**src/rtl/fetch_stage.sv**
```systemverilog
`default_nettype none
// ============================================================================
// Module   : fetch_stage
// Purpose  : Instruction fetch with in-flight hold, redirect discard and a
//            stall skid buffer feeding the IF/ID register.
//            Optional macro FETCH_MISALIGN_CHECK_EN adds misaligned-target
//            detection and the misalignD output.
// Revision : 1.0 - initial release
// ============================================================================
module fetch_stage #(
    parameter int                       DATA_BUS_BITS = 32,
    parameter logic [DATA_BUS_BITS-1:0] RESET_PC      = '0
) (
    input  logic                     clk,
    input  logic                     rst,
    input  logic                     stallF,
    input  logic                     branchE,
    input  logic                     jumpE,
    input  logic                     branchTaken,
    input  logic [DATA_BUS_BITS-1:0] PCTarget,
    output logic                     imem_req,
    output logic [DATA_BUS_BITS-1:0] imem_addr,
    input  logic                     imem_ready,
    input  logic [31:0]              imem_rdata,
    output logic [31:0]              instrD,
    output logic [DATA_BUS_BITS-1:0] PCD,
    output logic [DATA_BUS_BITS-1:0] PCPlus4D,
    output logic                     validD
`ifdef FETCH_MISALIGN_CHECK_EN
    ,
    output logic                     misalignD
`endif
);

    localparam logic [1:0] c_st_fetch   = 2'd0;
    localparam logic [1:0] c_st_discard = 2'd1;
    localparam logic [1:0] c_st_hold    = 2'd2;
`ifdef FETCH_MISALIGN_CHECK_EN
    localparam logic [1:0] c_st_idle    = 2'd3;
    localparam logic [31:0] c_nop       = 32'h0000_0013;
`endif
    localparam logic [DATA_BUS_BITS-1:0] c_four       = DATA_BUS_BITS'(4);
    localparam logic [DATA_BUS_BITS-1:0] c_align_mask = DATA_BUS_BITS'(3);

    logic [1:0]               r_state;
    logic [DATA_BUS_BITS-1:0] r_pcf;
    logic [DATA_BUS_BITS-1:0] r_fetch_addr;
    logic                     r_inflight;
    logic [31:0]              r_skid_instr;
    logic [DATA_BUS_BITS-1:0] r_skid_pc;
    logic [31:0]              r_instr_d;
    logic [DATA_BUS_BITS-1:0] r_pc_d;
    logic [DATA_BUS_BITS-1:0] r_pcplus4_d;
    logic                     r_valid_d;

    logic                     w_redirect;
    logic                     w_req;
    logic                     w_hs;
    logic [DATA_BUS_BITS-1:0] w_addr;
    logic [DATA_BUS_BITS-1:0] w_target;

    assign w_redirect = jumpE | (branchE & branchTaken);
    // An in-flight request must stay asserted regardless of stall or redirect.
    assign w_req      = ~rst & (r_inflight |
                        ((r_state == c_st_fetch) & ~stallF & ~w_redirect));
    assign w_addr     = r_inflight ? r_fetch_addr : r_pcf;
    assign w_hs       = w_req & imem_ready;

`ifdef FETCH_MISALIGN_CHECK_EN
    logic w_misalign;
    logic r_misalign_d;
    assign w_target   = PCTarget;
    assign w_misalign = |PCTarget[1:0];
    assign misalignD  = r_misalign_d;
`else
    assign w_target   = PCTarget & ~c_align_mask;
`endif

    assign imem_req  = w_req;
    assign imem_addr = w_addr;
    assign instrD    = r_instr_d;
    assign PCD       = r_pc_d;
    assign PCPlus4D  = r_pcplus4_d;
    assign validD    = r_valid_d;

    always_ff @(posedge clk or posedge rst) begin
        if (rst) begin
            r_state      <= c_st_fetch;
            r_pcf        <= RESET_PC;
            r_fetch_addr <= '0;
            r_inflight   <= 1'b0;
            r_skid_instr <= '0;
            r_skid_pc    <= '0;
            r_instr_d    <= '0;
            r_pc_d       <= '0;
            r_pcplus4_d  <= '0;
            r_valid_d    <= 1'b0;
`ifdef FETCH_MISALIGN_CHECK_EN
            r_misalign_d <= 1'b0;
`endif
        end else if (w_redirect) begin
            r_pcf      <= w_target;
            r_valid_d  <= 1'b0;
            r_inflight <= r_inflight & ~imem_ready;
            r_state    <= (r_inflight & ~imem_ready) ? c_st_discard : c_st_fetch;
`ifdef FETCH_MISALIGN_CHECK_EN
            r_misalign_d <= 1'b0;
            if (w_misalign) begin
                r_state      <= c_st_idle;
                r_instr_d    <= c_nop;
                r_pc_d       <= w_target;
                r_pcplus4_d  <= w_target + c_four;
                r_valid_d    <= 1'b1;
                r_misalign_d <= 1'b1;
            end
`endif
        end else begin
            case (r_state)
                c_st_fetch: begin
                    if (w_hs) begin
                        r_inflight <= 1'b0;
                        if (stallF) begin
                            r_skid_instr <= imem_rdata;
                            r_skid_pc    <= w_addr;
                            r_state      <= c_st_hold;
                        end else begin
                            r_instr_d   <= imem_rdata;
                            r_pc_d      <= w_addr;
                            r_pcplus4_d <= w_addr + c_four;
                            r_valid_d   <= 1'b1;
                            r_pcf       <= w_addr + c_four;
                        end
                    end else begin
                        if (w_req) begin
                            r_inflight   <= 1'b1;
                            r_fetch_addr <= w_addr;
                        end
                        if (!stallF) begin
                            r_valid_d <= 1'b0;
                        end
                    end
                end
                c_st_hold: begin
                    if (!stallF) begin
                        r_instr_d   <= r_skid_instr;
                        r_pc_d      <= r_skid_pc;
                        r_pcplus4_d <= r_skid_pc + c_four;
                        r_valid_d   <= 1'b1;
                        r_pcf       <= r_skid_pc + c_four;
                        r_state     <= c_st_fetch;
                    end
                end
                c_st_discard: begin
                    r_valid_d <= 1'b0;
                    if (w_hs) begin
                        r_inflight <= 1'b0;
                        r_state    <= c_st_fetch;
                    end
                end
`ifdef FETCH_MISALIGN_CHECK_EN
                c_st_idle: begin
                    // Parked after a misaligned target; only a redirect leaves.
                    r_valid_d    <= 1'b0;
                    r_misalign_d <= 1'b0;
                    if (w_hs) begin
                        r_inflight <= 1'b0;
                    end
                end
`endif
                default: r_state <= c_st_fetch;
            endcase
        end
    end

endmodule
`default_nettype wire

```
**config.mk**
```make
export PLATFORM = sky130hd
export DESIGN_NAME = fetch_stage
export DESIGN_NICKNAME = d
export VERILOG_FILES = /design/src/rtl/fetch_stage.sv
export SDC_FILE = /design/constraint.sdc
export NUM_CORES = 1
export LEC_CHECK = 0
export BUFFER_PORTS_ARGS = -buffer_cell sky130_fd_sc_hd__buf_2
export CORE_ASPECT_RATIO = 0.5
export CORE_MARGIN = 2
export CORE_UTILIZATION = 56
export CTS_CLUSTER_SIZE = 8
export DETAILED_ROUTE_END_ITERATION = 12
export GPL_ROUTABILITY_DRIVEN = 1
export GPL_TIMING_DRIVEN = 0
export PLACE_DENSITY = 0.81
export SETUP_SLACK_MARGIN = 0.05
export SKIP_LAST_GASP = 1
export SYNTH_ARGS = -nofsm -noshare
export SYNTH_HDL_FRONTEND = slang
export SYNTH_SLANG_ARGS = --single-unit
```
**constraint.sdc**
```tcl
create_clock -name clk -period 10.8 [get_ports clk]
set_input_delay 2.16 -clock clk [delete_from_list [all_inputs] [get_ports clk]]
set_output_delay 2.16 -clock clk [all_outputs]
set_load 0.005 [all_outputs]
```
Word-level counts from Yosys, hierarchy flattened. Index checks and enable logic that the tools add are counted.

Add/subtract/negate cells: 2. Multiply operators: 0. Div/mod/pow operators: 0. Magnitude comparators: 0. Equal/unequal tests: 12. Shifts and indexed selects: 0. Mux-type cells: 31. Bitwise logic cells: 13. Reductions and logical operators: 12.

Operator list (number): $mux W32 (11); $pmux W32 S2 (3); $add A32 B3 Y32 const B (2); $reduce_and A4 Y1 (4); $ne A3 B3 Y1 const B (5); $mux W2 (5); $mux W1 (9); $ne A4 B4 Y1 const B (2); $and A1 B1 Y1 (6); $ne A2 B2 Y1 const B (3); $pmux W2 S3 (1); $reduce_bool A3 Y1 (2); $not A1 Y1 (5); $reduce_and A5 Y1 (1); $reduce_bool A4 Y1 (1); $pmux W1 S3 (1); $reduce_and A3 Y1 (1); $eq A2 B1 Y1 const B (1); $eq A2 B2 Y1 const B (1); $logic_not A2 Y1 (1); $or A1 B1 Y1 (2); $pmux W1 S2 (1); $reduce_and A2 Y1 (1); $reduce_bool A2 Y1 (1).

Bits in registers: 228. Bits in latches: 0. RAM bits: 0. Memory bits (read-only): 0. Input port bits: 71. Output and inout port bits: 130. Logic and storage cells: 80. Memories kept: 0.

Longest topological paths before layout.
Word-level depth: 10. Mapped depth: 13. Mapped depth without buffers: 11.

Least setup slack after synthesis. OpenSTA, ideal clock, no wires.

Path type: input port to output port. Start point: input port branchE. End point: output port imem_req. Arrival: 2.744 ns. Data required time: 8.640 ns. Setup slack: 5.896 ns. Stages on the path: 3. Buffers on the path: 0. Cells stage by stage: a21oi_1 -> a21oi_1 -> nor2_1.

Word-level cells in the longest chain between the ends: 6.

RTL lines: start: declaration (line 17) `input logic branchE,`; $and A1 B1 Y1 (line 62) `assign w_redirect = jumpE | (branchE & branchTaken);`; $or A1 B1 Y1 (line 62); $not A1 Y1 (no source line); $and A1 B1 Y1 (line 65) `((r_state == c_st_fetch) & ~stallF & ~w_redirect));`; $or A1 B1 Y1 (line 64) `assign w_req = ~rst & (r_inflight |`; $and A1 B1 Y1 (line 64); end: declaration (line 21) `output logic imem_req,`.

Every way passes these cells.

Worst setup path in the final report. Same ends and word-level chain as after synthesis.

==> out/metrics.yaml <==
floorplanning:
  pin_count: 201
  die_area_um2: 19600
  die_w_um: 196
  die_y_um: 100
  core_area_um2: 18300
  start_util_pct: 56.6
  rows: 35
clock_tree:
  path_clk_slew_ns: 0.05
  holdBufCountCts: 0
  insertion_delay_ns: 0.51
  root_buffer: "clkbuf_16"
  cts_resized: 0
  clock_path_buffers: 3
  numCtsBuffers: 34
  post_cts_buffers: 0
  cts_tree: "done"
  htree_levels: 2
  clock_sinks: 226
final_layout:
  fin_area_um2: 12600
  fill_cells: 1370
  fin_util_pct: 68.7
  areaGrowthSynthToFinish_pct: 21.4
  antenna_cells: 0
  drive_above_1_share_pct: 25.7
  regArea_um2: 5660
  multiInputGateArea_um2: 4220
  fin_nets: 1308
global_routing:
  antenna_found_initial: 1
  grt_max_degree: 133
  grt_pass1_wl_um: 45400
  grt_overflow: 0
  grt_pass1_vias: 8694
  grt_usage_pct: 30.0
route:
  first_pass_iters: 9
  vias: 8446
  wl_per_cell_um: 19.6
  ant_nets: 0
  via_per_inst: 5.73
  routed_wl_um: 28900
  drc: 0
  drt_iter0_drc: 625
timing:
  min_period_ns: 5.31
  fin_hold_ws_ns: 0.469
  fmax_mhz: 188
  drv_slew: 0
  fin_ws_ns: 5.49
  setup_viol: 0
  hold_viol: 0
  final.setup.tns_ns: 0
  rsz0062_at_grt: "false"
  max_slew_margin_pct: 36.6
  finalClockSkew_ns: 0.0220
  post-route-period-util_pct: 49.2
  tightest_slew_ns: 0.947
synth:
  synth-seq-cells: 226
  synth_top_area_share_pct: 54.7
  ys_async_sr_fraction_pct: 100
  synth_cell_type_count: 50
  syn_area_um2: 10300
  synth_cells: 999
  yosysMostFrequentCell: "dfrtp_1"
  ys_seq_area_share_pct: 54.7
  yosys_most_used_dff: "dfrtp_1"
  synth_area_leaders: "dfrtp_1 (55%), mux2i_1 (8.5%), o21ai_0 (7.9%), nand2_1 (6.6%), mux2_2 (3.6%)"
  syn_nets: 1074
  synthTopCellsByCount: "dfrtp_1 (226), nand2_1 (183), o21ai_0 (164)"
  ys_warn_count: 0
  postSynthAreaPerCell_um2: 10.4
  synth_edf_count: 0
  yosysTopAreaCell: "dfrtp_1"
flow_run:
  maxCapViolations: 0
critical_path:
  path_cells: "buf_2, a21oi_1, a21oi_1, nor2_1, buf_2"
  critPathRequiredTime_ns: 8.64
  endpoint_kind: "output port"
  crit_type: "input pin to output port"
  r2r_cells: 11
  critPathMaxStageDelay_ns: 0.42
  crit_fanout: 7
  crit_cells: 5
  cp_slowest_cell: "a21oi_1"
  worst-path-buf-inv: 2
  critPathLaunchType: "input pin"
  worst_ep_arrival_time_ns: 3.15
  cp_top_family: "compound AO/OA/AOI/OAI gates"
power:
  p_leak_uw: 0.00612
  ir_worst_vdd_mv: 0.129
  power.density_nw_per_um2: 197
place:
  place_area_um2: 11700
  dp_hpwl_um: 20200
  routabilityCongestion: 0.895
  portBuffers: 197
  dp_slack_ns: 5.50
hold_path:
  whs_path_depth: 2
  hold_path_class: "flip-flop to flip-flop"
status:
  status: "complete, no violations"
==> where the power goes <==
group          leakage, µW  internal, µW  total [µW]  switching, µW
Combinational      0.00278           188         439            251
Clock             0.000439           557         922            364
Sequential         0.00290          1020        1110           93.1
Total              0.00612          1760        2470            709
==> layer usage <==
| metal | track usage [%] | vias to the layer above | wire length (µm) | part of all wire [%] |
|---|---|---|---|---|
| li1 | - | 3848 | - | - |
| met1 | 39.9 | 4166 | 12100 | 42 |
| met5 | 0 | - | 0 | 0 |
| met3 | 8.87 | 70 | 2800 | 9.7 |
| met4 | 10.8 | 0 | 775 | 2.7 |
| met2 | 47.6 | 362 | 13200 | 46 |
==> sequential cells by signal (all words and copies together) (netlist names) <==
name	count
PCPlus4D	30
validD	1
r_skid_pc	32
r_fetch_addr	32
r_pcf	32
PCD	32
r_skid_instr	32
r_inflight	1
instrD	32
r_state	2
==> metrics by stage <==
step | instances | power (µW)
finish | 1475 | 2470
global route | 1475 | 2600
CTS | 1475 | 2490
detailed placement | 1437 | 1560
global placement | 1436 | 1530
floorplan | 999 | 1350
==> final cells by class <==
type | instances | share of cell area [%]
Buffer | 66 | 2.54
Clock buffer | 34 | 6.78
Clock inverter | 4 | 0.339
Inverter | 40 | 1.26
Multi-Input combinational cell | 667 | 33.6
Sequential cell | 226 | 45.0
Tap cell | 240 | 2.39
Timing Repair Buffer | 198 | 8.07
==> tightest hold or removal path, cell delays in order (launching register included) <==
cell	delay (ns)
dfrtp_1	0.33
nand2_1	0.04
o21ai_0	0.06
==> worst paths after layout <==
| kind | startpoint | to | slack, ns |
|---|---|---|---|
| setup reg to reg | r_state[0] | PCPlus4D[29] | 7.19 |
| max in group asynchronous | rst | PCPlus4D[22] | 7.89 |
| hold / removal | r_skid_pc[5] | r_skid_pc[5] | 0.47 |
| min in group asynchronous | rst | PCD[1] | 1.81 |
| hold reg to reg | r_skid_pc[5] | r_skid_pc[5] | 0.47 |
| setup / recovery | branchE | imem_req | 5.49 |
==> kinds of logic (layout without fill, tap and decap cells) <==
| family | count (synthesis) | after routing | share of synthesized area (%) |
|---|---|---|---|
| adder cells (fa/ha/maj) | 4 | 4 | 0.484 |
| AO/OA/AOI/OAI | 225 | 225 | 11.3 |
| buffers and inverters | 106 | 342 | 4.54 |
| multiplexers | 130 | 130 | 13.4 |
| XOR/XNOR | 28 | 28 | 2.37 |
| flip-flops | 226 | 226 | 54.7 |
| AND/OR/NAND/NOR | 280 | 280 | 13.3 |
==> cell usage in the layout (no fill, tap or decap), types with 16 or more instances in the layout <==
master     synthesis  final
and3_1            16     16
o21ai_0          164    164
mux2i_1           88     88
mux2_2            33     33
nand2_1          183    183
clkbuf_16          0     34
buf_2              2    199
a21oi_1           33     33
nor2_1            27     27
xor2_1            22     22
dfrtp_1          226    226
inv_1             31     30
clkbuf_1          49     49
No activity file was read; power rests on OpenSTA's default activity.
